==> src/rtl/vend_ctrl_multi_if.sv <==
// ---------------------------------------------------------------------------
// vend_ctrl_multi_if
// Bundles the board-side inputs and the indicator/actuator outputs of the
// vending controller core.
//   master : testbench / board glue (drives coin_valid, coin_sel, buy, sel,
//            cancel; observes credit, dispense, deny, coin_reject,
//            change_valid, change_coin, busy)
//   slave  : vend_ctrl_multi core
// ---------------------------------------------------------------------------
interface vend_ctrl_multi_if #(
  parameter int N_ITEMS  = 5,
  parameter int CREDIT_W = 10
);
  localparam int SEL_W = (N_ITEMS > 1) ? $clog2(N_ITEMS) : 1;

  logic                coin_valid;
  logic [1:0]          coin_sel;
  logic                buy;
  logic [SEL_W-1:0]    sel;
  logic                cancel;
  logic [CREDIT_W-1:0] credit;
  logic [N_ITEMS-1:0]  dispense;
  logic                deny;
  logic                coin_reject;
  logic                change_valid;
  logic [1:0]          change_coin;
  logic                busy;

  modport master (
    output coin_valid, coin_sel, buy, sel, cancel,
    input  credit, dispense, deny, coin_reject, change_valid, change_coin, busy
  );

  modport slave (
    input  coin_valid, coin_sel, buy, sel, cancel,
    output credit, dispense, deny, coin_reject, change_valid, change_coin, busy
  );
endinterface

==> src/rtl/vend_ctrl_multi.sv <==
// ---------------------------------------------------------------------------
// vend_ctrl_multi
// Vending-machine controller core: accumulates coin credit up to a ceiling,
// vends one of N_ITEMS products from a packed price table and pays change as
// paced greedy coin pulses.
//   CLOCK_50 : system clock, rising edge
//   reset_n  : asynchronous active-low reset
//   bus      : vend_ctrl_multi_if.slave
//              in : coin_valid, coin_sel (0=10p 1=20p 2=50p 3=100p), buy,
//                   sel, cancel
//              out: credit, dispense (one-hot), deny, coin_reject,
//                   change_valid, change_coin, busy
// All outputs are registered.
// ---------------------------------------------------------------------------
module vend_ctrl_multi #(
  parameter int                          N_ITEMS         = 5,
  parameter int                          CREDIT_W        = 10,
  parameter int                          MAX_CREDIT      = 500,
  parameter logic [N_ITEMS*CREDIT_W-1:0] PRICE_TABLE     =
    {10'd150, 10'd120, 10'd100, 10'd80, 10'd50},
  parameter int                          DISPENSE_CYCLES = 4,
  parameter int                          CHANGE_GAP      = 2,
  parameter int                          AUTO_CHANGE     = 0
) (
  input  logic               CLOCK_50,
  input  logic               reset_n,
  vend_ctrl_multi_if.slave   bus
);

  localparam int SEL_W   = (N_ITEMS > 1) ? $clog2(N_ITEMS) : 1;
  // One counter serves both the dispense hold and the change gap.
  localparam int CNT_MAX = (DISPENSE_CYCLES > CHANGE_GAP) ? DISPENSE_CYCLES : CHANGE_GAP;
  localparam int CNT_W   = (CNT_MAX > 1) ? $clog2(CNT_MAX) : 1;

  localparam logic [CNT_W-1:0]    DISP_LOAD = CNT_W'(DISPENSE_CYCLES - 1);
  localparam logic [CNT_W-1:0]    GAP_LOAD  = CNT_W'(CHANGE_GAP - 1);
  localparam logic [CREDIT_W:0]   MAX_C     = (CREDIT_W + 1)'(MAX_CREDIT);
  localparam logic [N_ITEMS-1:0]  ONE_HOT0  = N_ITEMS'(1);

  typedef enum logic [1:0] {
    S_IDLE   = 2'd0,
    S_VEND   = 2'd1,
    S_CHANGE = 2'd2,
    S_GAP    = 2'd3
  } state_t;

  state_t              state_q, state_d;
  logic [CREDIT_W-1:0] credit_q, credit_d;
  logic [CNT_W-1:0]    cnt_q, cnt_d;
  logic [N_ITEMS-1:0]  dispense_q, dispense_d;
  logic                deny_q, deny_d;
  logic                coin_reject_q, coin_reject_d;
  logic                change_valid_q, change_valid_d;
  logic [1:0]          change_coin_q, change_coin_d;
  logic                busy_q, busy_d;

  logic [CREDIT_W:0]   sum_s;
  logic [CREDIT_W-1:0] price_s;
  logic                sel_ok_s;
  logic [1:0]          chg_code_s;
  logic [CREDIT_W:0]   chg_val_s;
  logic [CREDIT_W-1:0] credit_left_s;

  function automatic logic [CREDIT_W:0] coin_value(input logic [1:0] code);
    logic [CREDIT_W:0] v;
    case (code)
      2'd0:    v = (CREDIT_W + 1)'(32'd10);
      2'd1:    v = (CREDIT_W + 1)'(32'd20);
      2'd2:    v = (CREDIT_W + 1)'(32'd50);
      2'd3:    v = (CREDIT_W + 1)'(32'd100);
      default: v = '0;
    endcase
    return v;
  endfunction

  // Greedy payout: largest denomination not exceeding the remaining credit.
  function automatic logic [1:0] largest_coin(input logic [CREDIT_W-1:0] cr);
    logic [1:0] c;
    if (cr >= CREDIT_W'(32'd100))     c = 2'd3;
    else if (cr >= CREDIT_W'(32'd50)) c = 2'd2;
    else if (cr >= CREDIT_W'(32'd20)) c = 2'd1;
    else                              c = 2'd0;
    return c;
  endfunction

  // Out-of-range selections return 0; the caller denies them via sel_ok_s.
  function automatic logic [CREDIT_W-1:0] price_of(input logic [SEL_W-1:0] s);
    logic [CREDIT_W-1:0] p;
    p = '0;
    for (int i = 0; i < N_ITEMS; i++) begin
      if (32'(s) == 32'(i)) p = PRICE_TABLE[i*CREDIT_W +: CREDIT_W];
    end
    return p;
  endfunction

  // Arithmetic helpers shared by the next-state logic.
  always_comb begin
    sum_s         = {1'b0, credit_q} + coin_value(bus.coin_sel);
    price_s       = price_of(bus.sel);
    sel_ok_s      = (32'(bus.sel) < 32'(N_ITEMS));
    chg_code_s    = largest_coin(credit_q);
    chg_val_s     = coin_value(chg_code_s);
    credit_left_s = credit_q - chg_val_s[CREDIT_W-1:0];
  end

  // Next-state and registered-output logic.
  always_comb begin
    state_d        = state_q;
    credit_d       = credit_q;
    cnt_d          = cnt_q;
    dispense_d     = dispense_q;
    deny_d         = 1'b0;
    coin_reject_d  = 1'b0;
    change_valid_d = 1'b0;
    change_coin_d  = 2'd0;
    case (state_q)
      S_IDLE: begin
        if (bus.cancel) begin
          coin_reject_d = bus.coin_valid;
          if (credit_q != '0) state_d = S_CHANGE;
          else                state_d = S_IDLE;
        end else if (bus.buy) begin
          coin_reject_d = bus.coin_valid;
          if (!sel_ok_s || (credit_q < price_s)) begin
            deny_d = 1'b1;
          end else begin
            credit_d   = credit_q - price_s;
            dispense_d = ONE_HOT0 << bus.sel;
            cnt_d      = DISP_LOAD;
            state_d    = S_VEND;
          end
        end else if (bus.coin_valid) begin
          // Add is one bit wider than credit so the ceiling test sees overflow.
          if (sum_s <= MAX_C) credit_d      = sum_s[CREDIT_W-1:0];
          else                coin_reject_d = 1'b1;
        end else begin
          state_d = S_IDLE;
        end
      end
      S_VEND: begin
        coin_reject_d = bus.coin_valid;
        deny_d        = bus.buy;
        if (cnt_q == '0) begin
          dispense_d = '0;
          if ((AUTO_CHANGE != 0) && (credit_q != '0)) state_d = S_CHANGE;
          else                                         state_d = S_IDLE;
        end else begin
          cnt_d = cnt_q - CNT_W'(1);
        end
      end
      S_CHANGE: begin
        coin_reject_d  = bus.coin_valid;
        deny_d         = bus.buy;
        change_valid_d = 1'b1;
        change_coin_d  = chg_code_s;
        credit_d       = credit_left_s;
        if (credit_left_s != '0) begin
          state_d = S_GAP;
          cnt_d   = GAP_LOAD;
        end else begin
          state_d = S_IDLE;
        end
      end
      S_GAP: begin
        coin_reject_d = bus.coin_valid;
        deny_d        = bus.buy;
        if (cnt_q == '0) state_d = S_CHANGE;
        else             cnt_d   = cnt_q - CNT_W'(1);
      end
      default: begin
        state_d    = S_IDLE;
        credit_d   = '0;
        dispense_d = '0;
        cnt_d      = '0;
      end
    endcase
    busy_d = (state_d != S_IDLE);
  end

  // State and output registers; reset discards any credit in flight.
  always_ff @(posedge CLOCK_50 or negedge reset_n) begin
    if (!reset_n) begin
      state_q        <= S_IDLE;
      credit_q       <= '0;
      cnt_q          <= '0;
      dispense_q     <= '0;
      deny_q         <= 1'b0;
      coin_reject_q  <= 1'b0;
      change_valid_q <= 1'b0;
      change_coin_q  <= 2'd0;
      busy_q         <= 1'b0;
    end else begin
      state_q        <= state_d;
      credit_q       <= credit_d;
      cnt_q          <= cnt_d;
      dispense_q     <= dispense_d;
      deny_q         <= deny_d;
      coin_reject_q  <= coin_reject_d;
      change_valid_q <= change_valid_d;
      change_coin_q  <= change_coin_d;
      busy_q         <= busy_d;
    end
  end

  assign bus.credit       = credit_q;
  assign bus.dispense     = dispense_q;
  assign bus.deny         = deny_q;
  assign bus.coin_reject  = coin_reject_q;
  assign bus.change_valid = change_valid_q;
  assign bus.change_coin  = change_coin_q;
  assign bus.busy         = busy_q;

endmodule
==> src/flat_wrapper.sv <==
// flat-port wrapper written by rule: the top's interface ports become plain ports
module vend_ctrl_multi_flat 
#(
  parameter int                          N_ITEMS         = 5,
  parameter int                          CREDIT_W        = 10,
  parameter int                          MAX_CREDIT      = 500,
  parameter logic [N_ITEMS*CREDIT_W-1:0] PRICE_TABLE     =
    {10'd150, 10'd120, 10'd100, 10'd80, 10'd50},
  parameter int                          DISPENSE_CYCLES = 4,
  parameter int                          CHANGE_GAP      = 2,
  parameter int                          AUTO_CHANGE     = 0
)
  (CLOCK_50, reset_n, bus_coin_valid, bus_coin_sel, bus_buy, bus_sel, bus_cancel, bus_credit, bus_dispense, bus_deny, bus_coin_reject, bus_change_valid, bus_change_coin, bus_busy);
  vend_ctrl_multi_if #(.N_ITEMS(N_ITEMS), .CREDIT_W(CREDIT_W)) bus_i ();
  input  logic CLOCK_50;
  input  logic reset_n;
  input wire logic [$bits(bus_i.coin_valid)-1:0] bus_coin_valid;
  input wire logic [$bits(bus_i.coin_sel)-1:0] bus_coin_sel;
  input wire logic [$bits(bus_i.buy)-1:0] bus_buy;
  input wire logic [$bits(bus_i.sel)-1:0] bus_sel;
  input wire logic [$bits(bus_i.cancel)-1:0] bus_cancel;
  output wire logic [$bits(bus_i.credit)-1:0] bus_credit;
  output wire logic [$bits(bus_i.dispense)-1:0] bus_dispense;
  output wire logic [$bits(bus_i.deny)-1:0] bus_deny;
  output wire logic [$bits(bus_i.coin_reject)-1:0] bus_coin_reject;
  output wire logic [$bits(bus_i.change_valid)-1:0] bus_change_valid;
  output wire logic [$bits(bus_i.change_coin)-1:0] bus_change_coin;
  output wire logic [$bits(bus_i.busy)-1:0] bus_busy;
  assign bus_i.coin_valid = bus_coin_valid;
  assign bus_i.coin_sel = bus_coin_sel;
  assign bus_i.buy = bus_buy;
  assign bus_i.sel = bus_sel;
  assign bus_i.cancel = bus_cancel;
  assign bus_credit = bus_i.credit;
  assign bus_dispense = bus_i.dispense;
  assign bus_deny = bus_i.deny;
  assign bus_coin_reject = bus_i.coin_reject;
  assign bus_change_valid = bus_i.change_valid;
  assign bus_change_coin = bus_i.change_coin;
  assign bus_busy = bus_i.busy;
  vend_ctrl_multi #(.N_ITEMS(N_ITEMS), .CREDIT_W(CREDIT_W), .MAX_CREDIT(MAX_CREDIT), .PRICE_TABLE(PRICE_TABLE), .DISPENSE_CYCLES(DISPENSE_CYCLES), .CHANGE_GAP(CHANGE_GAP), .AUTO_CHANGE(AUTO_CHANGE)) u_core (.CLOCK_50(CLOCK_50), .reset_n(reset_n), .bus(bus_i));
endmodule
==> config.mk <==
export PLATFORM = sky130hd
export DESIGN_NAME = vend_ctrl_multi_flat
export DESIGN_NICKNAME = d
export VERILOG_FILES = /design/src/rtl/vend_ctrl_multi_if.sv /design/src/rtl/vend_ctrl_multi.sv /design/src/flat_wrapper.sv
export SDC_FILE = /design/constraint.sdc
export NUM_CORES = 1
export LEC_CHECK = 0
export CORE_MARGIN = 10
export CORE_UTILIZATION = 30
export CTS_BUF_LIST = sky130_fd_sc_hd__clkbuf_8 sky130_fd_sc_hd__clkbuf_16
export CTS_CLUSTER_SIZE = 8
export DETAILED_ROUTE_END_ITERATION = 7
export PLACE_DENSITY = 0.44
export SYNTH_ARGS = -nofsm -noshare
export SYNTH_HDL_FRONTEND = slang
export SYNTH_SLANG_ARGS = --single-unit
==> constraint.sdc <==
create_clock -name CLOCK_50 -period 8.1 [get_ports CLOCK_50]
set_input_delay 1.215 -clock CLOCK_50 [delete_from_list [all_inputs] [get_ports CLOCK_50]]
set_output_delay 1.215 -clock CLOCK_50 [all_outputs]
set_load 0.02 [all_outputs]
==> summary.md, run 1 <==
| Metric | Value |
|---|---|
| Status | `completed` |
| Placed cell count | `423` |
| Max cap viols | `0` |
| Critical path origin | `bus_coin_sel[1]` |
| Worst Tran Pin Value | `about 0.74 ns` |
| Ant. Diodes | `0` |
| Final hold violation count | `0` |
| HPWL after DPL | `5888 um` |
| Post-Route WL | `about 7400 um` |
| Setup violators final | `0` |
| CTS buffer count | `3` |
| Buffer count from post-CTS setup fixing | `0` |
| Netlist cell types | `66` |
| Clock sink count | `24` |
| Number of flops mapped to enable cells by yosys | `0` |
| DR vias/cell | `5.443` |
| H-tree levels | `1` |
| First-pass GRT wire length | `about 12000 um` |
| Maximum clock path buffer count | `2` |
| F_max | `219.6 MHz` |
| Vias in the first global route | `2370` |
| CTS tree | `built` |
| Residual DRC | `0` |
| Nets | `363` |
| Worst setup SP type | `input pin` |
| WL per Instance | `17.39 um` |
| Top cell type's share of synthesized area | `23.43%` |
| Setup TNS | `0 ns` |
| Die W | `112.4 um` |
| Post-DP Area | `2938 um^2` |
| P_leak | `1.238 nW` |
| Row cnt | `33` |
| Fin area | `3009 um^2` |
| WP data arrival | `4.70 ns` |
| Layout Skew | `0.01126 ns` |
| Critical hold path startpoint | `u_core.bus.dispense[3]$_DFFE_PN0P_` |
| Crit Path Max Fanout | `7` |
| Cells after Synth | `299` |
| GR Overflow Total | `0` |
| Synth Area per Inst | `8.574 um^2` |
| RSZ-0062 raised after global routing | `no` |
| Hold slack | `0.5131 ns` |
| Slew Limit Fails | `0` |
| Synth top area cells | `dfrtp_1 23%, ha_1 13%, o21ai_0 4.1%, inv_1 3.8%, a211oi_1 3.2%` |
| Die Span Y | `112.4 um` |
| Register area share after synthesis | `a little under a quarter` |
| Reg-to-reg startpoint | `u_core.bus.credit[2]$_DFFE_PN0P_` |
| Top_reg_cell synth | `dfrtp_1` |
| Vias | `roughly 2300` |
| Synthesis-to-layout area growth | `17.37%` |
| CTS Hold Bufs | `0` |
| # port buffers | `29` |
| Max_slew headroom | `50.98%` |
| CP Data Required Time | `8.25 ns` |
| Crit path time final | `4.553 ns` |
| Hold Crit Class | `flip-flop to flip-flop` |
| Root buf cell | `clkbuf_8` |
| Post-Synthesis Cell Area | `2564 um^2` |
| Gpl congestion | `0.8804` |
| I/O Pins | `31` |
| Most common cell after layout, fill and taps aside | `clkdlybuf4s50_1` |
| Largest net degree at the start of global routing | `25` |
| Synth area leader | `dfrtp_1` |
| Worst skew pair latency | `0.27 ns` |
| Core ar. | `8258 um^2` |
| Total die area | `12640 um^2` |
| Post-Syn Nets | `339` |
| Initial antenna violation count | `0` |
| Peak VDD IR | `0.09583 mV` |
| Kind of critical path | `input pin to flip-flop` |
| DRT iter0 DRCs | `94` |
| Finished Layout Cells | `427` |
| Final period util | `about 56%` |
| Worst setup EP type | `flip-flop` |
| Fraction of registers with async set/reset | `100.0%` |
| Yosys Warn Count | `0` |
| First-pass iteration count of the detailed router | `4` |
| Layout cells sized above 1 | `8.385%` |
| Total track usage | `11.49%` |
| Power Dens Cells | `roughly 380 nW/um^2` |
| Antenna viol nets, final | `0` |
| Yosys reg bits | `24` |
| Post-cts sizing count | `0` |
| Most frequent cells in the layout | `29 x clkdlybuf4s50_1, 27 x ha_1, 26 x inv_1` |
| Starting Density | `31.05%` |
| Reg clk slew, reported paths | `0.09 ns` |
-- stage by stage --
| stage | utilization (%) | worst slack (ns) | power [mW] |
|---|---|---|---|
| floorplan | - | 4.133 | 0.8097 |
| global placement | 35.58 | 3.351 | 1.046 |
| detailed placement | 35.58 | 3.279 | 1.038 |
| CTS | 36.44 | 3.563 | 1.148 |
| global route | 36.44 | 3.323 | 1.253 |
| finish | 36.44 | 3.547 | 1.140 |
-- Yosys cell counts (all sizes together) (3+ instances only) --
| cell type | number |
|---|---|
| ha | 27 |
| inv | 26 |
| dfrtp | 24 |
| o21ai | 23 |
| nor2 | 19 |
| nand2 | 15 |
| a21oi | 14 |
| nor3 | 13 |
| a211oi | 12 |
| xnor2 | 8 |
| clkbuf | 7 |
| or2 | 7 |
| a21o | 6 |
| a31oi | 6 |
| mux2 | 6 |
| nand2b | 6 |
| o211ai | 6 |
| nand3 | 5 |
| a221oi | 4 |
| buf | 4 |
| nor2b | 4 |
| a311oi | 3 |
| fa | 3 |
| nand4 | 3 |
| o2111ai | 3 |
| o21bai | 3 |
| o2bb2ai | 3 |
-- cell type report --
| cell class | instances | area, um^2 |
|---|---|---|
| Clock inverter | 1 | 30.03 |
| Multi-Input combinational cell | 237 | 1807 |
| Clock buffer | 3 | 41.29 |
| Sequential cell | 24 | 600.6 |
| Inverter | 27 | 101.3 |
| Tap cell | 105 | 131.4 |
| Fill cell | 868 | 5249 |
| Timing Repair Buffer | 30 | 297.8 |
-- worst max-delay path: stages --
cell	delay (ns)
clkdlybuf4s50_1	0.55
inv_1	0.09
ha_1	0.20
or2_2	0.33
fa_1	0.47
nor2b_4	0.16
o2111ai_2	0.17
a211o_1	0.33
o31ai_4	0.25
o2111a_2	0.29
or2_1	0.33
mux2_4	0.33
-- path summary, 6_finish.rpt --
check	cells past startpoint	endpoint	slack (ns)
min reg2reg	1	u_core.bus.dispense[3]$_DFFE_PN0P_	0.51
max	12	u_core.bus.credit[6]$_DFFE_PN0P_	3.55
min in group asynchronous	2	u_core.bus.change_valid$_DFF_PN0_	1.30
min	1	u_core.bus.dispense[3]$_DFFE_PN0P_	0.51
max in group asynchronous	2	u_core.bus.credit[6]$_DFFE_PN0P_	6.55
max reg2reg	14	u_core.bus.busy$_DFF_PN0_	3.90
-- report_power, final --
part / internal, mW / switching, mW
clock: 0.0660 / 0.0394
sequential: 0.161 / 0.0919
combinational: 0.348 / 0.434
-- registers in the layout (all words and copies together), names as in the netlist --
signal / flops
u_core.bus.busy: 1
u_core.bus.change_coin: 2
u_core.bus.change_valid: 1
u_core.bus.coin_reject: 1
u_core.bus.credit: 9
u_core.bus.deny: 1
u_core.bus.dispense: 5
u_core.cnt_q: 2
u_core.state_q: 2
-- kinds of logic (layout without fill, tap and decap cells) --
| group | count (synthesis) | count (layout) | synth area share (%) |
|---|---|---|---|
| AO/OA/AOI/OAI | 102 | 102 | 28.99 |
| XOR/XNOR | 10 | 10 | 3.709 |
| adder cells (fa/ha/maj) | 30 | 30 | 15.52 |
| buffers and inverters | 38 | 61 | 6.101 |
| flip-flops | 24 | 24 | 23.43 |
| multiplexers | 8 | 8 | 3.855 |
| other | 1 | 1 | 0.1463 |
| AND/OR/NAND/NOR | 86 | 86 | 18.25 |
-- layer usage --
| layer | track usage [%] | share of wire (%) | vias to the layer above |
|---|---|---|---|
| met4 | 3.046 | 1.2 | 0 |
| met3 | 1.491 | 4.0 | 9 |
| li1 | - | - | 1154 |
| met5 | 0 | 0 | - |
| met1 | 15.38 | 48 | 1122 |
| met2 | 18.85 | 47 | 39 |
No activity file was read; power rests on OpenSTA's default activity.
==> inputs of run 2 (changes only) <==
--- a/config.mk
+++ b/config.mk
@@ -10,7 +10,7 @@
 export CTS_BUF_LIST = sky130_fd_sc_hd__clkbuf_8 sky130_fd_sc_hd__clkbuf_16
 export CTS_CLUSTER_SIZE = 8
 export DETAILED_ROUTE_END_ITERATION = 7
-export PLACE_DENSITY = 0.44
+export PLACE_DENSITY = 0.46
 export SYNTH_ARGS = -nofsm -noshare
 export SYNTH_HDL_FRONTEND = slang
 export SYNTH_SLANG_ARGS = --single-unit
==> constraint.sdc (replaced) <==
create_clock -name CLOCK_50 -period 3.7 [get_ports CLOCK_50]
set_input_delay 0.555 -clock CLOCK_50 [delete_from_list [all_inputs] [get_ports CLOCK_50]]
set_output_delay 0.555 -clock CLOCK_50 [all_outputs]
set_load 0.02 [all_outputs]
==> run 2 against run 1 <==
Against the previous run:
- critical endpoint is now u_core.bus.busy$_DFF_PN0_
- via count is 4.7% higher
- cell count rose by 10%
- critical path type is now flip-flop to flip-flop
- setup slack worse by 3.2 ns
- final area increased by 13%
- clock skew grew 0.011 ns
- clock-buffer cell count stayed put
- non-clock buffer count rose by 43
- clock power up 130%
- worst hold slack lost 0.00094 ns
==> summary.md, run 2 (synthesized netlist as in run 1, its figures left out) <==
| Metric | Value |
|---|---|
| Post-DP Area | `3252 um^2 (+11%)` |
| Starting Density | `31.05% (unchanged)` |
| Max reg flops | `9 (unchanged)` |
| Power Dens Cells | `839.0 nW/um^2 (+120%)` |
| Reg-to-reg startpoint | `u_core.bus.credit[8]$_DFFE_PN0P_` |
| Post-Route WL | `7707 um (+3.8%)` |
| WP data arrival | `3.57 ns (-1.13 ns)` |
| CTS buffer count | `3 (unchanged)` |
| Final core utilization | `41.00% (+4.6 points)` |
| Vias | `2434 (+4.7%)` |
| Hold Crit Class | `flip-flop to flip-flop` |
| Core ar. | `8258 um^2 (unchanged)` |
| Vias in the first global route | `2516 (+6.2%)` |
| Peak VDD IR | `0.2331 mV (+140%)` |
| Initial antenna violation count | `0 (unchanged)` |
| Finished Layout Cells | `470 (+10%)` |
| H-tree levels | `1 (unchanged)` |
| F_max | `roughly 300 MHz` |
| Final period util | `between 90% and 100%` |
| Total die area | `12640 um^2 (unchanged)` |
| Worst setup SP type | `flip-flop` |
| Reg2Reg Depth | `12 (-2)` |
| Kind of critical path | `flip-flop to flip-flop` |
| # port buffers | `29 (unchanged)` |
| Worst setup EP type | `flip-flop` |
| Antenna viol nets, final | `0 (unchanged)` |
| DRT iter0 DRCs | `90 (-4.3%)` |
| First-pass GRT wire length | `12900 um (+5.1%)` |
| Total track usage | `12.08% (+0.60 points)` |
| First-pass iteration count of the detailed router | `4 (unchanged)` |
| RSZ-0062 raised after global routing | `no` |
| Die Span Y | `112.4 um (unchanged)` |
| Max_slew headroom | `55.05% (+4.1 points)` |
| WL per Instance | `16.40 um (-5.7%)` |
| Layout cells sized above 1 | `21.64% (+13 points)` |
| Synthesis-to-layout area growth | `32.06%` |
| Nets | `406 (+12%)` |
| Residual DRC | `0 (unchanged)` |
| Fin area | `3386 um^2 (+13%)` |
| Placed cell count | `464 (+9.7%)` |
| Reg clk slew, reported paths | `0.11 ns (+0.02 ns)` |
| Die W | `112.4 um (unchanged)` |
| Gpl congestion | `0.7997 (-9.2%)` |
| Crit path time final | `3.397 ns` |
| R2R setup slack | `0.30 ns (-3.60 ns)` |
| Pre-CTS WS | `-0.2563 ns (-3.535 ns)` |
| Status | `completed` |
| GR Overflow Total | `0 (unchanged)` |
| Layout Skew | `0.02221 ns (+0.01096 ns)` |
| Clock sink count | `24 (unchanged)` |
| Ant. Diodes | `0 (unchanged)` |
| Final hold violation count | `0 (unchanged)` |
| Crit Path Max Fanout | `4 (-3)` |
| Most frequent cells in the layout | `44 x buf_4, 27 x ha_1, 27 x clkdlybuf4s50_1` |
| Setup violators final | `0 (unchanged)` |
| Slew Limit Fails | `0 (unchanged)` |
| I/O Pins | `31 (unchanged)` |
| CTS tree | `built` |
| Reg2reg end | `u_core.bus.busy$_DFF_PN0_` |
| Maximum clock path buffer count | `2 (unchanged)` |
| Root buf cell | `clkbuf_8` |
| Worst skew pair latency | `0.28 ns (about the same)` |
| HPWL after DPL | `6311 um (+7.2%)` |
| DR vias/cell | `5.179 (-4.8%)` |
| CTS Hold Bufs | `0 (unchanged)` |
| P_leak | `1.471 nW (+19%)` |
| Critical path origin | `u_core.bus.credit[8]$_DFFE_PN0P_` |
| Most common cell after layout, fill and taps aside | `buf_4` |
| Max cap viols | `0 (unchanged)` |
| Worst Tran Pin Value | `0.6743 ns (-0.06099 ns)` |
| Largest net degree at the start of global routing | `25 (unchanged)` |
| CP Data Required Time | `3.88 ns (-4.37 ns)` |
| Min setup slack post-route | `0.3034 ns (-3.244 ns)` |
| Setup crit end | `u_core.bus.busy$_DFF_PN0_` |
| Row cnt | `33 (unchanged)` |
==> run 2: what timing repair did <==
item | in CTS | in global routing
resized for setup | 0 | 13
setup endpoints to repair | 0 | 14
buffers inserted | 0 | 2
==> run 2: layout make-up <==
| class | count | area [um^2] |
|---|---|---|
| clock buffers | 3 | 41.29 |
| clock inverters | 1 | 30.03 |
| repair buffers | 73 | 625.6 |
| multi-input cells | 237 | 1856 |
| fillers | 888 | 4872 |
| inverters | 27 | 101.3 |
| well taps | 105 | 131.4 |
| flip-flops and latches | 24 | 600.6 |
==> run 2: stage by stage <==
step	hold slack [ns]	setup TNS [ns]	power [mW]
final	0.5122	0	2.841
after global routing	0.5349	0	3.103
after CTS	0.5155	0	2.776
after detailed placement	0.4801	-1.789	2.522
after global placement	0.4815	-1.308	2.514
after floorplan	0.2594	0	1.778
==> run 2: worst min-delay path by stage <==
stage / start / to / slack, ns / cells after the start
after floorplan: reset_n / u_core.bus.busy$_DFF_PN0_ / 0.26 / 0
after global placement: u_core.bus.dispense[3]$_DFFE_PN0P_ / u_core.bus.dispense[3]$_DFFE_PN0P_ / 0.48 / 1
after detailed placement: u_core.bus.dispense[3]$_DFFE_PN0P_ / u_core.bus.dispense[3]$_DFFE_PN0P_ / 0.48 / 1
after CTS: u_core.bus.dispense[3]$_DFFE_PN0P_ / u_core.bus.dispense[3]$_DFFE_PN0P_ / 0.52 / 1
after global routing: u_core.bus.dispense[3]$_DFFE_PN0P_ / u_core.bus.dispense[3]$_DFFE_PN0P_ / 0.53 / 1
final: u_core.bus.dispense[3]$_DFFE_PN0P_ / u_core.bus.dispense[3]$_DFFE_PN0P_ / 0.51 / 1
==> run 2: power breakdown <==
group,internal (mW),switching (mW)
clock,0.145,0.0930
combinational,1.01,1.16
sequential,0.355,0.0759
==> run 2: per-layer routing <==
layer	GRT usage [%]	share of wire (%)	up-vias
met4	3.299	0.96	0
met3	1.384	3.6	7
met2	20.28	47	50
li1	-	-	1240
met5	0	0	-
met1	15.90	48	1137
==> run 2: worst max-delay path, stage by stage (launching register included) <==
cell and delay [ns]:
dfrtp_1 0.39, or3_1 0.45, a221oi_1 0.29, ha_1 0.22, inv_1 0.05, fa_1 0.43, a211oi_1 0.30, o21bai_1 0.15
a21oi_2 0.21, xnor2_1 0.17, nand4_1 0.13, o22a_1 0.23, or2_2 0.27
==> inputs of run 3 (changes only) <==
--- a/config.mk
+++ b/config.mk
@@ -5,9 +5,9 @@
 export SDC_FILE = /design/constraint.sdc
 export NUM_CORES = 1
 export LEC_CHECK = 0
+export CORE_ASPECT_RATIO = 1.5
 export CORE_MARGIN = 10
 export CORE_UTILIZATION = 30
-export CTS_BUF_LIST = sky130_fd_sc_hd__clkbuf_8 sky130_fd_sc_hd__clkbuf_16
 export CTS_CLUSTER_SIZE = 8
 export DETAILED_ROUTE_END_ITERATION = 7
 export PLACE_DENSITY = 0.46
==> run 3 against run 2 <==
Against the previous run:
- combinational power is 2% higher
- final area is 1.8% higher
- utilization up 0.21 points
- clock-buffer cell count unchanged
- largest power group unchanged
- clock skew fell by 0.018 ns
- clock power up 34%
==> summary.md, run 3 (synthesized netlist as in run 1, its figures left out) <==
| Metric | Value |
|---|---|
| GR Overflow Total | `0 (unchanged)` |
| Die Span Y | `133.2 um (+18%)` |
| DR vias/cell | `5.272 (+1.8%)` |
| Setup TNS | `0 ns (unchanged)` |
| CP Data Required Time | `3.85 ns (-0.03 ns)` |
| Met2 usage | `23.23% (+3.0 points)` |
| Die W | `95.48 um (-15%)` |
| H-tree levels | `1 (unchanged)` |
| Final core utilization | `41.21% (+0.21 points)` |
| P_leak | `1.493 nW (+1.5%)` |
| Post-DP Area | `3292 um^2 (+1.2%)` |
| Synthesis-to-layout area growth | `34.41%` |
| Setup violators final | `0 (unchanged)` |
| Gpl congestion | `0.8193 (+2.5%)` |
| Initial antenna violation count | `0 (unchanged)` |
| Vias in the first global route | `2509 (-0.28%)` |
| Hold Path End | `u_core.bus.dispense[4]$_DFFE_PN0P_` |
| Max cap viols | `0 (unchanged)` |
| CTS tree | `built` |
| R2R setup slack | `0.26 ns (-0.04 ns)` |
| Peak VDD IR | `0.2387 mV (+2.4%)` |
| Most common cell after layout, fill and taps aside | `buf_4` |
| Status | `completed` |
| Met1 Usage GRT | `15.04% (-0.86 points)` |
| Antenna viol nets, final | `0 (unchanged)` |
| First-pass iteration count of the detailed router | `4 (unchanged)` |
| RSZ-0062 raised after global routing | `no` |
| Layout cells sized above 1 | `22.28% (+0.64 points)` |
| Reg-to-reg startpoint | `u_core.bus.credit[8]$_DFFE_PN0P_` |
| Ant. Diodes | `0 (unchanged)` |
| Post-Route WL | `8158 um (+5.9%)` |
| Worst hold stages | `1 (unchanged)` |
| Crit Path Max Fanout | `5 (+1)` |
| Power Dens Cells | `859.3 nW/um^2 (+2.4%)` |
| # port buffers | `29 (unchanged)` |
| DRT iter0 DRCs | `93 (+3.3%)` |
| Row cnt | `41 (+24%)` |
| CTS buffer count | `3 (unchanged)` |
| Worst setup SP type | `input pin` |
| First-pass GRT wire length | `12880 um (-0.11%)` |
| CTS Hold Bufs | `0 (unchanged)` |
| HPWL after DPL | `6718 um (+6.4%)` |
| F_max | `282.2 MHz (-4.1%)` |
| Layout Skew | `0.004417 ns (-0.01780 ns)` |
| Vias | `2504 (+2.9%)` |
| WP data arrival | `3.69 ns (+0.12 ns)` |
| Reg2Reg Depth | `12 (unchanged)` |
| PnR Total Power | `2.961 mW (+4.2%)` |
| Clock sink count | `24 (unchanged)` |
| Worst setup EP type | `flip-flop` |
| Fin area | `3446 um^2 (+1.8%)` |
| Hold slack | `0.5024 ns (-0.009756 ns)` |
| Most frequent cells in the layout | `47 x buf_4, 28 x clkdlybuf4s50_1, 27 x ha_1` |
| Slew Limit Fails | `0 (unchanged)` |
| Worst skew pair latency | `0.26 ns (-0.02 ns)` |
| Residual DRC | `0 (unchanged)` |
| Critical hold path startpoint | `u_core.bus.dispense[4]$_DFFE_PN0P_` |
| Layer with the highest usage | `met2` |
| Starting Density | `30.66% (-0.39 points)` |
| Largest net degree at the start of global routing | `25 (unchanged)` |
| Total die area | `12720 um^2 (+0.61%)` |
| Kind of critical path | `input pin to flip-flop` |
| Maximum clock path buffer count | `2 (unchanged)` |
| Nets | `409 (+0.74%)` |
| GR Util met3 | `1.125% (-0.26 points)` |
| Total track usage | `12.81% (+0.73 points)` |
| Crit path time final | `3.543 ns (+0.1467 ns)` |
| Hold Crit Class | `flip-flop to flip-flop` |
| Final period util | `95.77% (+4.0 points)` |
| Reg2reg end | `u_core.bus.busy$_DFF_PN0_` |
| Root buf cell | `clkbuf_16` |
| WL per Instance | `17.17 um (+4.7%)` |
| Reg clk slew, reported paths | `0.07 ns (-0.04 ns)` |
| Final hold violation count | `0 (unchanged)` |
| Core ar. | `8362 um^2 (+1.3%)` |
| I/O Pins | `31 (unchanged)` |
| Max reg flops | `9 (unchanged)` |
-- run 3: layout make-up --
type	instances	area (um^2)
fillers	876	4916
clock buffers	3	75.07
multi-input cells	237	1859
inverters	27	101.3
flip-flops and latches	24	600.6
well taps	107	133.9
repair buffers	76	645.6
clock inverters	1	30.03
-- run 3: routing by layer --
metal	vias up	wire, um
li1	1251	-
met1	1185	3412
met2	58	4299
met3	10	289
met4	0	156
met5	-	0
-- run 3: worst max-delay path, stage by stage --
cell             delay (ns)
clkdlybuf4s50_1        0.49
inv_1                  0.07
ha_1                   0.22
or2_2                  0.28
ha_1                   0.20
inv_1                  0.07
fa_2                   0.44
o21ai_1                0.15
o2111a_1               0.25
nand4b_4               0.11
o2111a_2               0.27
or2_4                  0.29
mux2_4                 0.30
-- run 3: through the flow --
step | cells | setup slack [ns]
4_1_cts | 475 | 0.05965
2_1_floorplan | 299 | 0.03411
3_3_place_gp | 471 | -0.1801
6_report | 475 | 0.1567
3_5_place_dp | 471 | -0.2752
5_1_grt | 475 | 0.01924
-- run 3: repair_timing --
action	CTS	global route
gates resized for setup	1	10
buffers inserted	0	0
endpoints found under the setup margin	3	8
pin swaps	0	1
-- run 3: worst max path at each step --
stage | startpoint | to | cells after the start
after floorplan | u_core.bus.credit[2]$_DFFE_PN0P_ | u_core.bus.busy$_DFF_PN0_ | 13
after global placement | bus_coin_sel[1] | u_core.bus.credit[5]$_DFFE_PN0P_ | 12
after detailed placement | bus_coin_sel[1] | u_core.bus.credit[5]$_DFFE_PN0P_ | 12
after CTS | bus_coin_sel[1] | u_core.bus.credit[5]$_DFFE_PN0P_ | 13
after global routing | u_core.bus.credit[2]$_DFFE_PN0P_ | u_core.bus.busy$_DFF_PN0_ | 14
final | bus_coin_sel[0] | u_core.bus.credit[6]$_DFFE_PN0P_ | 13
-- run 3: power by group --
group / internal [mW] / switching [mW] / total [mW]
combinational: 1.02 / 1.19 / 2.21
clock: 0.215 / 0.103 / 0.318
sequential: 0.355 / 0.0780 / 0.433
total: 1.59 / 1.37 / 2.96
